File: src/rtl/tinyml_mem_pkg.sv
// rtl/tinyml_mem_pkg.sv - shared types and helpers for the byte-serial memory paths
package tinyml_mem_pkg;

  typedef enum logic [1:0] {
    S_IDLE  = 2'd0,
    S_WRITE = 2'd1,
    S_DONE  = 2'd2
  } store_state_t;

  // Words travel MSB-first: byte k of a word sits at word[(nb-1-k)*dw +: dw]
  // and lives at base address + k, matching the fetch path.
  function automatic int bytes_per_word(input int word_width, input int data_width);
    return word_width / data_width;
  endfunction

endpackage

File: src/rtl/byte_serializer.sv
// rtl/byte_serializer.sv - load/shift register presenting its most significant byte
module byte_serializer #(
  parameter int WORD_WIDTH = 64,
  parameter int DATA_WIDTH = 8
) (
  input  logic                  clk,
  input  logic                  rst_n,
  input  logic                  load_i,
  input  logic                  shift_i,
  input  logic [WORD_WIDTH-1:0] data_i,
  output logic [DATA_WIDTH-1:0] top_o
);

  logic [WORD_WIDTH-1:0] sr_q, sr_d;

  always_comb begin
    sr_d = sr_q;
    if (load_i) begin
      sr_d = data_i;
    end else if (shift_i) begin
      sr_d = sr_q << DATA_WIDTH;
    end
  end

  always_ff @(posedge clk or negedge rst_n) begin
    if (!rst_n) begin
      sr_q <= '0;
    end else begin
      sr_q <= sr_d;
    end
  end

  assign top_o = sr_q[WORD_WIDTH-1 -: DATA_WIDTH];

endmodule

File: src/rtl/byte_store_unit.sv
// rtl/byte_store_unit.sv - writes one wide word into byte-wide memory, MSB byte first
module byte_store_unit
  import tinyml_mem_pkg::*;
#(
  parameter int ADDR_WIDTH = 24,
  parameter int DATA_WIDTH = 8,
  parameter int WORD_WIDTH = 64,
  localparam int NB = bytes_per_word(WORD_WIDTH, DATA_WIDTH),
  localparam int CW = $clog2(NB) + 1
) (
  input  logic                  clk,
  input  logic                  rst_n,
  input  logic                  start_i,
  input  logic [ADDR_WIDTH-1:0] addr_i,
  input  logic [WORD_WIDTH-1:0] data_i,
  input  logic [CW-1:0]         len_i,
  output logic                  busy_o,
  output logic                  done_o,
  output logic                  mem_we_o,
  output logic [ADDR_WIDTH-1:0] mem_addr_o,
  output logic [DATA_WIDTH-1:0] mem_din_o
);

  store_state_t          state_q, state_d;
  logic [ADDR_WIDTH-1:0] addr_q, addr_d;
  logic [CW-1:0]         cnt_q, cnt_d;
  logic [CW-1:0]         len_clamped;
  logic                  load, shift;

  assign len_clamped = (len_i > CW'(NB)) ? CW'(NB) : len_i;

  // Address and data are only reloaded for non-empty requests, and nothing
  // advances on the final byte, so the memory-side outputs hold while idle.
  always_comb begin
    state_d = state_q;
    addr_d  = addr_q;
    cnt_d   = cnt_q;
    load    = 1'b0;
    shift   = 1'b0;
    case (state_q)
      S_IDLE: begin
        if (start_i) begin
          cnt_d = len_clamped;
          if (len_clamped != '0) begin
            load    = 1'b1;
            addr_d  = addr_i;
            state_d = S_WRITE;
          end else begin
            state_d = S_DONE;
          end
        end
      end
      S_WRITE: begin
        if (cnt_q == CW'(1)) begin
          cnt_d   = '0;
          state_d = S_DONE;
        end else begin
          shift  = 1'b1;
          addr_d = addr_q + ADDR_WIDTH'(1);
          cnt_d  = cnt_q - CW'(1);
        end
      end
      S_DONE:  state_d = S_IDLE;
      default: state_d = S_IDLE;
    endcase
  end

  always_ff @(posedge clk or negedge rst_n) begin
    if (!rst_n) begin
      state_q <= S_IDLE;
      addr_q  <= '0;
      cnt_q   <= '0;
    end else begin
      state_q <= state_d;
      addr_q  <= addr_d;
      cnt_q   <= cnt_d;
    end
  end

  byte_serializer #(
    .WORD_WIDTH(WORD_WIDTH),
    .DATA_WIDTH(DATA_WIDTH)
  ) u_ser (
    .clk    (clk),
    .rst_n  (rst_n),
    .load_i (load),
    .shift_i(shift),
    .data_i (data_i),
    .top_o  (mem_din_o)
  );

  assign busy_o     = (state_q != S_IDLE);
  assign done_o     = (state_q == S_DONE);
  assign mem_we_o   = (state_q == S_WRITE);
  assign mem_addr_o = addr_q;

endmodule

File: config.mk
export PLATFORM = sky130hd
export DESIGN_NAME = byte_store_unit
export DESIGN_NICKNAME = d
export VERILOG_FILES = /design/src/rtl/tinyml_mem_pkg.sv /design/src/rtl/byte_serializer.sv /design/src/rtl/byte_store_unit.sv
export SDC_FILE = /design/constraint.sdc
export NUM_CORES = 1
export LEC_CHECK = 0
export ABC_AREA = 1
export ABC_CLOCK_PERIOD_IN_PS = 4740
export BUFFER_PORTS_ARGS = -buffer_cell sky130_fd_sc_hd__buf_2
export CORE_UTILIZATION = 55
export DETAILED_ROUTE_END_ITERATION = 12
export PLACE_DENSITY = 0.83
export SLEW_MARGIN = 20
export SYNTH_ARGS = -nofsm -noshare
export SYNTH_HDL_FRONTEND = slang
export SYNTH_SLANG_ARGS = --single-unit
File: constraint.sdc
create_clock -name clk -period 4.74 [get_ports clk]
set_clock_uncertainty 0.1 [all_clocks]
set_input_delay 0.474 -clock clk [delete_from_list [all_inputs] [get_ports clk]]
set_output_delay 0.474 -clock clk [all_outputs]
set_load 0.05 [all_outputs]
[Word-level counts from Yosys, hierarchy flattened]
Cells that the tools add are included.
Word-level totals
  flip-flop bits (word level): 94
  output and inout port bits: 35
  logic and storage cells: 41
Operators by class
  add/subtract/negate cells: 2
  order comparisons: 1
  equality and inequality tests: 7
  multiplexer cells: 19
  reductions and logical operators: 8
Operators with widths (count)
  $mux 64: 2
  $mux 24: 3
  $pmux 24 s2: 1
  $add 24x1->24 const B: 1
  $mux 4: 3
  $pmux 4 s2: 1
  $mux 2: 3
  $ne 2x2->1 const B: 3
  $reduce_bool 2->1: 3
  $mux 1: 5
  $eq 4x1->1 const B: 1
  $gt 4x4->1 const B: 1
  $pmux 2 s2: 1
  $reduce_and 2->1: 2
  $reduce_and 4->1: 1
  $reduce_bool 4->1: 1
  $sub 4x1->4 const B: 1
  $eq 2x1->1 const B: 1
  $eq 2x2->1 const B: 1
  $logic_not 2->1: 1
  $ne 2x1->1 const B: 1

[Longest topological paths before layout]
Gate-level depths: netlist (run 1).
  word-level depth: 7
  gate-level depth with buffers: 10

[Cells and area by module]
From an unflattened synthesis (run 1), not the netlist that was laid out.
Unflattened totals
  cells, all modules: 666
  area, all modules: 5163.7 µm²
By module, submodules not included
  byte_serializer: times used 1, cells each 347, area an instance 2996.6 µm²
  byte_store_unit: times used 1, cells each 319, area an instance 2167.1 µm²

[Worst setup path after synthesis (run 1)]
No wires, ideal clock.
  kind: register -> register
  from: register addr_q[1], in the netlist mem_addr_o[1]
  to: register addr_q[18], in the netlist mem_addr_o[18]
  setup time: 0.118 ns
  arrival: 1.681 ns
  data required time: 4.522 ns
  path slack: 2.840 ns
  cell stages (with the launch flop): 11
  path through: dfrtp_1 ha_1 nand2_1 nor2_2 nand3_1 nor2_1 nand2_1 nand2_1 nand2_1 nand2_1 nand2_1
Between the ends
  cells in the longest elaborated chain, start to end: 3
Ends and longest elaborated chain
  start: declaration: RTL line byte_store_unit.sv:25  | logic [ADDR_WIDTH-1:0] addr_q, addr_d;
  start signal: assignment: RTL line byte_store_unit.sv:75  | addr_q <= addr_d;
  $add 24x1->24: RTL line byte_store_unit.sv:59  | addr_d = addr_q + ADDR_WIDTH'(1);
  $mux 24: RTL line byte_store_unit.sv:54  | if (cnt_q == CW'(1)) begin
  $pmux 24 s2: RTL line byte_store_unit.sv:40  | case (state_q)
No other way between the ends. The select of a mux whose other input is x is not followed.
A chain may end at the register's enable or synchronous reset.

[Final worst setup path (run 1)]
  from: register state_q[1]
  to: register addr_q[4], in the netlist mem_addr_o[4]
Between the ends
  cells in the longest elaborated chain, start to end: 3
  elaborated cells on any way between the ends: 8
  those cells by class: eq/ne: 4; mux: 1; reduce/logical: 3
Ends and longest elaborated chain
  start: declaration: RTL line byte_store_unit.sv:24  | store_state_t state_q, state_d;
  start signal: assignment: RTL line byte_store_unit.sv:74  | state_q <= state_d;
  $eq 2x1->1 or $logic_not 2->1 (tied branches): RTL line byte_store_unit.sv:40
  $ne 2x2->1 (no line) or $reduce_bool 2->1 (tied branches)
  $reduce_and 4->1 (no line)
Several ways; a longest one is shown, not always the timed one.

==> qor.yml, run 1 <==
run_status:
  status: "complete, but fails checks"
  violations: "hold timing"
cells_and_area:
  seqCellArea_sq_mm: 0.00235
  multiInputGateArea_sq_mm: 0.00207
  drive_above_1_share: 0.235
  area_delta_synth_final_pct: 14.7
  fin_nets: 822
  n_fill_cell: 755
  antenna_cells: 0
  final_cells: 837
global_routing:
  grt_max_degree: 70
  grt_pass1_vias: 4304
  antenna_found_initial: 0
  overflow: 0
  grt_use_total: 0.251
  grt_pass1_wl_um: 19400
setup_path:
  worstPathArrival_ns: 2.81
  critPathLaunchType: "flop"
  cp.required_ns: 4.94
  end_kind: "flop"
  worst-path-max-fanout: 69
  crit_type: "flop to flop"
  rrSetupSlack_ns: 2.14
sta:
  setup_viol: 0
  rsz0062_at_grt: "no"
  finalHoldViolations: 1
  tightest_slew_ns: 0.762
  hold-worst-slack_ns: -0.000261
  fin_crit_sh: 0.549
  slew_viol_final: 0
  tns_ns: 0
  maxSlewHeadroom: 0.491
  fmax_mhz: 384
  min_period_ns: 2.60
power_and_ir_drop:
  vdd_drop_max_v: 0.000362
  power.switching_uw: 2280
  seqPwrFrac: 0.331
  clkPwrFrac: 0.115
  pwr-share-comb: 0.554
  swShare: 0.521
  intPower_uw: 2100
  p_leak_uw: 0.00285
  finalPower_uw: 4370
  power.density_mw_per_mm2: 764
yosys:
  synth_compound_area_frac: 0.168
  async_reset_ff_frac: 1.00
  synth_top_area_frac: 0.471
  synth_edf_count: 0
  synth_cell_type_count: 37
  synth_xor_area_frac: 0.00351
  ys_ff_latch: 94
  muxShareOfSynthArea: 0
  syn-instance-count: 619
  ys_seq_area_frac: 0.471
  synth.cell_area_sq_mm: 0.00499
  yosys.area.top_type: "dfrtp_1"
  yosys.area_share.adder: 0.00752
  syn_nets: 717
  avgSynthCellArea_sq_um: 8.07
  synth_area_leaders: "dfrtp_1 47%, nand2_1 13%, inv_1 6.0%, o221ai_1 5.1%, nor2_1 4.1%"
  ys_warn_count: 0
  synth_ff_type: "dfrtp_1"
  synth_top_family_by_area: "simple AND/OR/NAND/NOR gates"
  yosys.area_share.simple: 0.236
clocking:
  clk_pin_slew_ns: 0.10
  cts_tree: "built"
  clockRootBuffer: "clkbuf_8"
  cts_resized: 0
  postCtsSetupBuffers: 0
  cts_max_level: 3
  clk_latency_ns: 0.36
  holdBufCountCts: 0
  cts.sinks: 94
  cts_buffers: 9
  clk_path_buf_depth: 2
min_path:
  hp-class: "primary input to async pin"
floorplanning:
  chipHeight_um: 97.3
  start_util: 0.570
  fp.dieW_um: 97.3
  rows: 34
  core_area_sq_mm: 0.00876
  ioPinCount: 130
  die_area_sq_mm: 0.00946
detailed_routing:
  post_drt_wl_per_cell_um: 13.8
  final_antenna_net_count: 0
  first_iter_violations: 247
  vias: 4522
  dr.pass1.iters: 4
  post-route-drc-count: 0
  vias_per_cell: 5.40
  wl_um: 11600
place:
  hpwl_um: 8120
  port_buffers: 129
  dp.cells: 821
  place.gp.congestion: 0.876
run:
  maxCapViolCount: 0
[through the flow]
step / setup WS, ns / instance area, sq um / utilization / hold slack (ns)
final: 2.14 / 5730 / 0.654 / -0.000261
after global routing: 1.95 / 5730 / 0.654 / 0.0442
after CTS: 2.17 / 5730 / 0.654 / 0.0149
after detailed placement: 2.19 / 5540 / 0.633 / 0.384
after global placement: 2.28 / 5540 / 0.633 / 0.378
after floorplan: 2.84 / 4990 / - / 0.0784
[layout make-up]
class                   count  area share
clock inverters             7      0.0107
flip-flops and latches     94       0.411
well taps                 108      0.0236
clock buffers               9      0.0216
repair buffers            131       0.116
multi-input cells         404       0.362
inverters                  84      0.0559
[logic make-up after synthesis]
family	count (synthesis)
adder cells (fa/ha/maj)	3
flip-flops	94
AO/OA/AOI/OAI	121
XOR/XNOR	2
buffers and inverters	121
AND/OR/NAND/NOR	278
[registers in the layout, indices dropped and copies added, names as in the netlist]
name and cells:
cnt_q 4, u_ser.sr_q 64, state_q 2, mem_addr_o 24
[worst max-delay path, cell delays in order, from the launching register on]
cell,delay (ns)
dfrtp_1,0.38
inv_2,0.09
nand2_4,0.14
inv_2,0.59
nand2_2,0.20
nand2_8,0.39
inv_4,0.29
a21oi_1,0.20
o21a_1,0.13
[layout by cell type, fill, tap and decap left out, drive strengths merged, types with 9 or more instances in the layout]
master / n
nand2: 182
buf: 131
dfrtp: 94
inv: 85
nor2: 60
o21ai: 38
o221ai: 32
nand3: 24
o211ai: 16
a21oi: 13
a22oi: 12
clkbuf: 9
[cell usage after synthesis (4+ instances only)]
| cell | n |
|---|---|
| o211ai_1 | 16 |
| buf_4 | 14 |
| a31oi_1 | 5 |
| nand2_1 | 176 |
| or2_2 | 4 |
| a22oi_1 | 10 |
| nand3_1 | 24 |
| a21oi_1 | 13 |
| o221ai_1 | 29 |
| dfrtp_1 | 94 |
| o21ai_1 | 16 |
| inv_1 | 80 |
| nor2_1 | 55 |
| buf_6 | 5 |
| buf_2 | 15 |
| o21ai_0 | 22 |
[worst paths after layout]
kind / startpoint / to / depth (start not counted)
setup / recovery: state_q[1] / mem_addr_o[4] / 8
hold / removal: rst_n / mem_addr_o[10] / 1
setup reg to reg: state_q[1] / mem_addr_o[4] / 8
hold reg to reg: u_ser.sr_q[56] / u_ser.sr_q[56] / 2
max in group asynchronous: rst_n / mem_addr_o[20] / 2
min in group clk: data_i[42] / u_ser.sr_q[42] / 3
[metal layers]
metal,vias to the layer above,global-route usage,part of all wire
li1,2224,-,-
met1,2092,0.347,0.44
met2,190,0.402,0.48
met3,16,0.0403,0.064
met4,0,0.0950,0.014
met5,-,0,0
[power by group through the flow]
| stage | logic (uW) | clock network (uW) | registers (uW) |
|---|---|---|---|
| after floorplan | 1720 | 0 | 1760 |
| after global placement | 2330 | 0 | 1440 |
| after detailed placement | 2420 | 0 | 1460 |
| after CTS | 2430 | 510 | 1440 |
| after global routing | 2680 | 538 | 1500 |
| final | 2420 | 501 | 1450 |
Power figures use the tool's default switching activity.
==> run 2, diff against run 1 <==
--- a/config.mk
+++ b/config.mk
@@ -6,11 +6,11 @@
 export NUM_CORES = 1
 export LEC_CHECK = 0
 export ABC_AREA = 1
-export ABC_CLOCK_PERIOD_IN_PS = 4740
+export ABC_CLOCK_PERIOD_IN_PS = 2500
 export BUFFER_PORTS_ARGS = -buffer_cell sky130_fd_sc_hd__buf_2
-export CORE_UTILIZATION = 55
+export CORE_UTILIZATION = 53
 export DETAILED_ROUTE_END_ITERATION = 12
-export PLACE_DENSITY = 0.83
+export PLACE_DENSITY = 0.8
 export SLEW_MARGIN = 20
 export SYNTH_ARGS = -nofsm -noshare
 export SYNTH_HDL_FRONTEND = slang
==> constraint.sdc (replaced) <==
create_clock -name clk -period 2.5 [get_ports clk]
set_clock_uncertainty 0.1 [all_clocks]
set_input_delay 0.25 -clock clk [delete_from_list [all_inputs] [get_ports clk]]
set_output_delay 0.25 -clock clk [all_outputs]
set_load 0.05 [all_outputs]
==> run 2 against run 1 <==
Net effect:
- the flow still finishes with violations (hold timing)
- clock power up 92%
- worst hold slack lost 0.0078 ns
- routed wire length grew 3.9%
- critical path depth shrank 3
- sequential share of layout area is 1.6 points lower
- sequential power up 89%
- global-route usage is 0.098 points higher
- utilization decreased by 0.59 points
- largest power group unchanged
- power is 91% higher
==> qor.yml, run 2 (synthesis gave the netlist of run 1 again) <==
global_routing:
  grt_pass1_vias: 4311
  overflow: 0
  grt_use_total: 0.252
  grt_max_degree: 65
  antenna_found_initial: 0
  grt_pass1_wl_um: 19600
place:
  port_buffers: 129
  place.gp.congestion: 0.879
  hpwl_um: 8300
  place_area_sq_mm: 0.00558
clocking:
  clk_latency_ns: 0.37
  cts.sinks: 94
  cts_buffers: 9
  postCtsSetupBuffers: 0
  clockRootBuffer: "clkbuf_8"
  cts_max_level: 3
  clk_path_buf_depth: 2
  cts_resized: 0
  cts_tree: "built"
  clk_pin_slew_ns: 0.10
  holdBufCountCts: 19
cells_and_area:
  most-common-layout-cells: "176 x nand2_1, 128 x buf_2, 94 x dfrtp_1"
  fin_util: 0.648
  antenna_cells: 0
  n_fill_cell: 787
  largest_register_ffs: 64
  regMostFlops: "u_ser.sr_q"
  drive_above_1_share: 0.231
  fin_nets: 846
  final_common_cell: "nand2_1"
  area_delta_synth_final_pct: 19.3
  fin_area_sq_mm: 0.00596
floorplanning:
  chipHeight_um: 99.1
  rows: 35
  die_area_sq_mm: 0.00981
  core_area_sq_mm: 0.00920
  ioPinCount: 130
  start_util: 0.543
  fp.dieW_um: 99.1
sta:
  slew_viol_final: 0
  tns_ns: 0
  finalHoldViolations: 1
  min_period_ns: 2.18
  fin_crit_sh: 0.871
  maxSlewHeadroom: 0.611
  rsz0062_at_grt: "no"
  fmax_mhz: 459
  tightest_slew_ns: 0.583
  hold-worst-slack_ns: -0.00806
  setup_viol: 0
power_and_ir_drop:
  p_leak_uw: 0.00295
  vdd_drop_max_v: 0.000678
  finalPower_uw: 8350
  power.density_mw_per_mm2: 1400
detailed_routing:
  post-route-drc-count: 0
  vias: 4665
  final_antenna_net_count: 0
  first_iter_violations: 259
  dr.pass1.iters: 5
  vias_per_cell: 5.40
  post_drt_wl_per_cell_um: 13.9
  wl_um: 12000
run_status:
  violations: "hold timing"
  status: "complete, but fails checks"
setup_path:
  crit_type: "flop to output port"
  end_kind: "output port"
  cp.required_ns: 2.15
  critPathLaunchType: "flop"
  worst-path-max-fanout: 46
  worstPathArrival_ns: 1.83
min_path:
  hp-class: "primary input to flop"
run:
  maxCapViolCount: 0
run 2: layout make-up:
type / instances / area, sq um / share of cell area
tap: 111 / 139 / 0.0233
clock buffer: 10 / 128 / 0.0214
timing repair buffer: 155 / 893 / 0.150
sequential: 94 / 2350 / 0.395
inverter: 84 / 320 / 0.0538
clock inverter: 6 / 52.6 / 0.00882
multi-input combinational: 404 / 2070 / 0.348
run 2: path summary, 6_finish.rpt:
check,startpoint,end,slack [ns],depth (start not counted)
max in group asynchronous,rst_n,mem_addr_o[20],1.34,3
hold / removal,data_i[38],u_ser.sr_q[38],-0.008,3
setup / recovery,state_q[1],mem_we_o,0.32,5
hold reg to reg,cnt_q[1],cnt_q[1],0.40,2
min in group asynchronous,rst_n,mem_addr_o[7],0.25,2
setup reg to reg,cnt_q[1],mem_addr_o[4],0.58,8
run 2: critical path: stages (launching register included):
cell,delay (ns)
dfrtp_1,0.38
inv_2,0.09
nand2_4,0.14
inv_2,0.10
buf_4,0.39
buf_2,0.35
run 2: stage by stage:
stage	hold WS, ns	instances	setup slack, ns
floorplan	-0.146	619	0.600
global placement	0.119	828	0.632
detailed placement	0.133	828	0.582
CTS	0.000824	863	0.327
global route	0.00494	864	0.218
finish	-0.00806	864	0.323
run 2: report_power, final:
group	internal, uW	switching [uW]
Clock	378	583
Combinational	1360	3280
Sequential	2290	455
Total	4030	4320
run 2: layer usage:
| metal | share of wire | GRT usage | up-vias | wire, um |
|---|---|---|---|---|
| met3 | 0.061 | 0.0404 | 17 | 730 |
| met5 | 0 | 0 | - | 0 |
| li1 | - | - | 2272 | - |
| met4 | 0.019 | 0.0928 | 0 | 223 |
| met2 | 0.48 | 0.412 | 179 | 5800 |
| met1 | 0.44 | 0.343 | 2197 | 5260 |
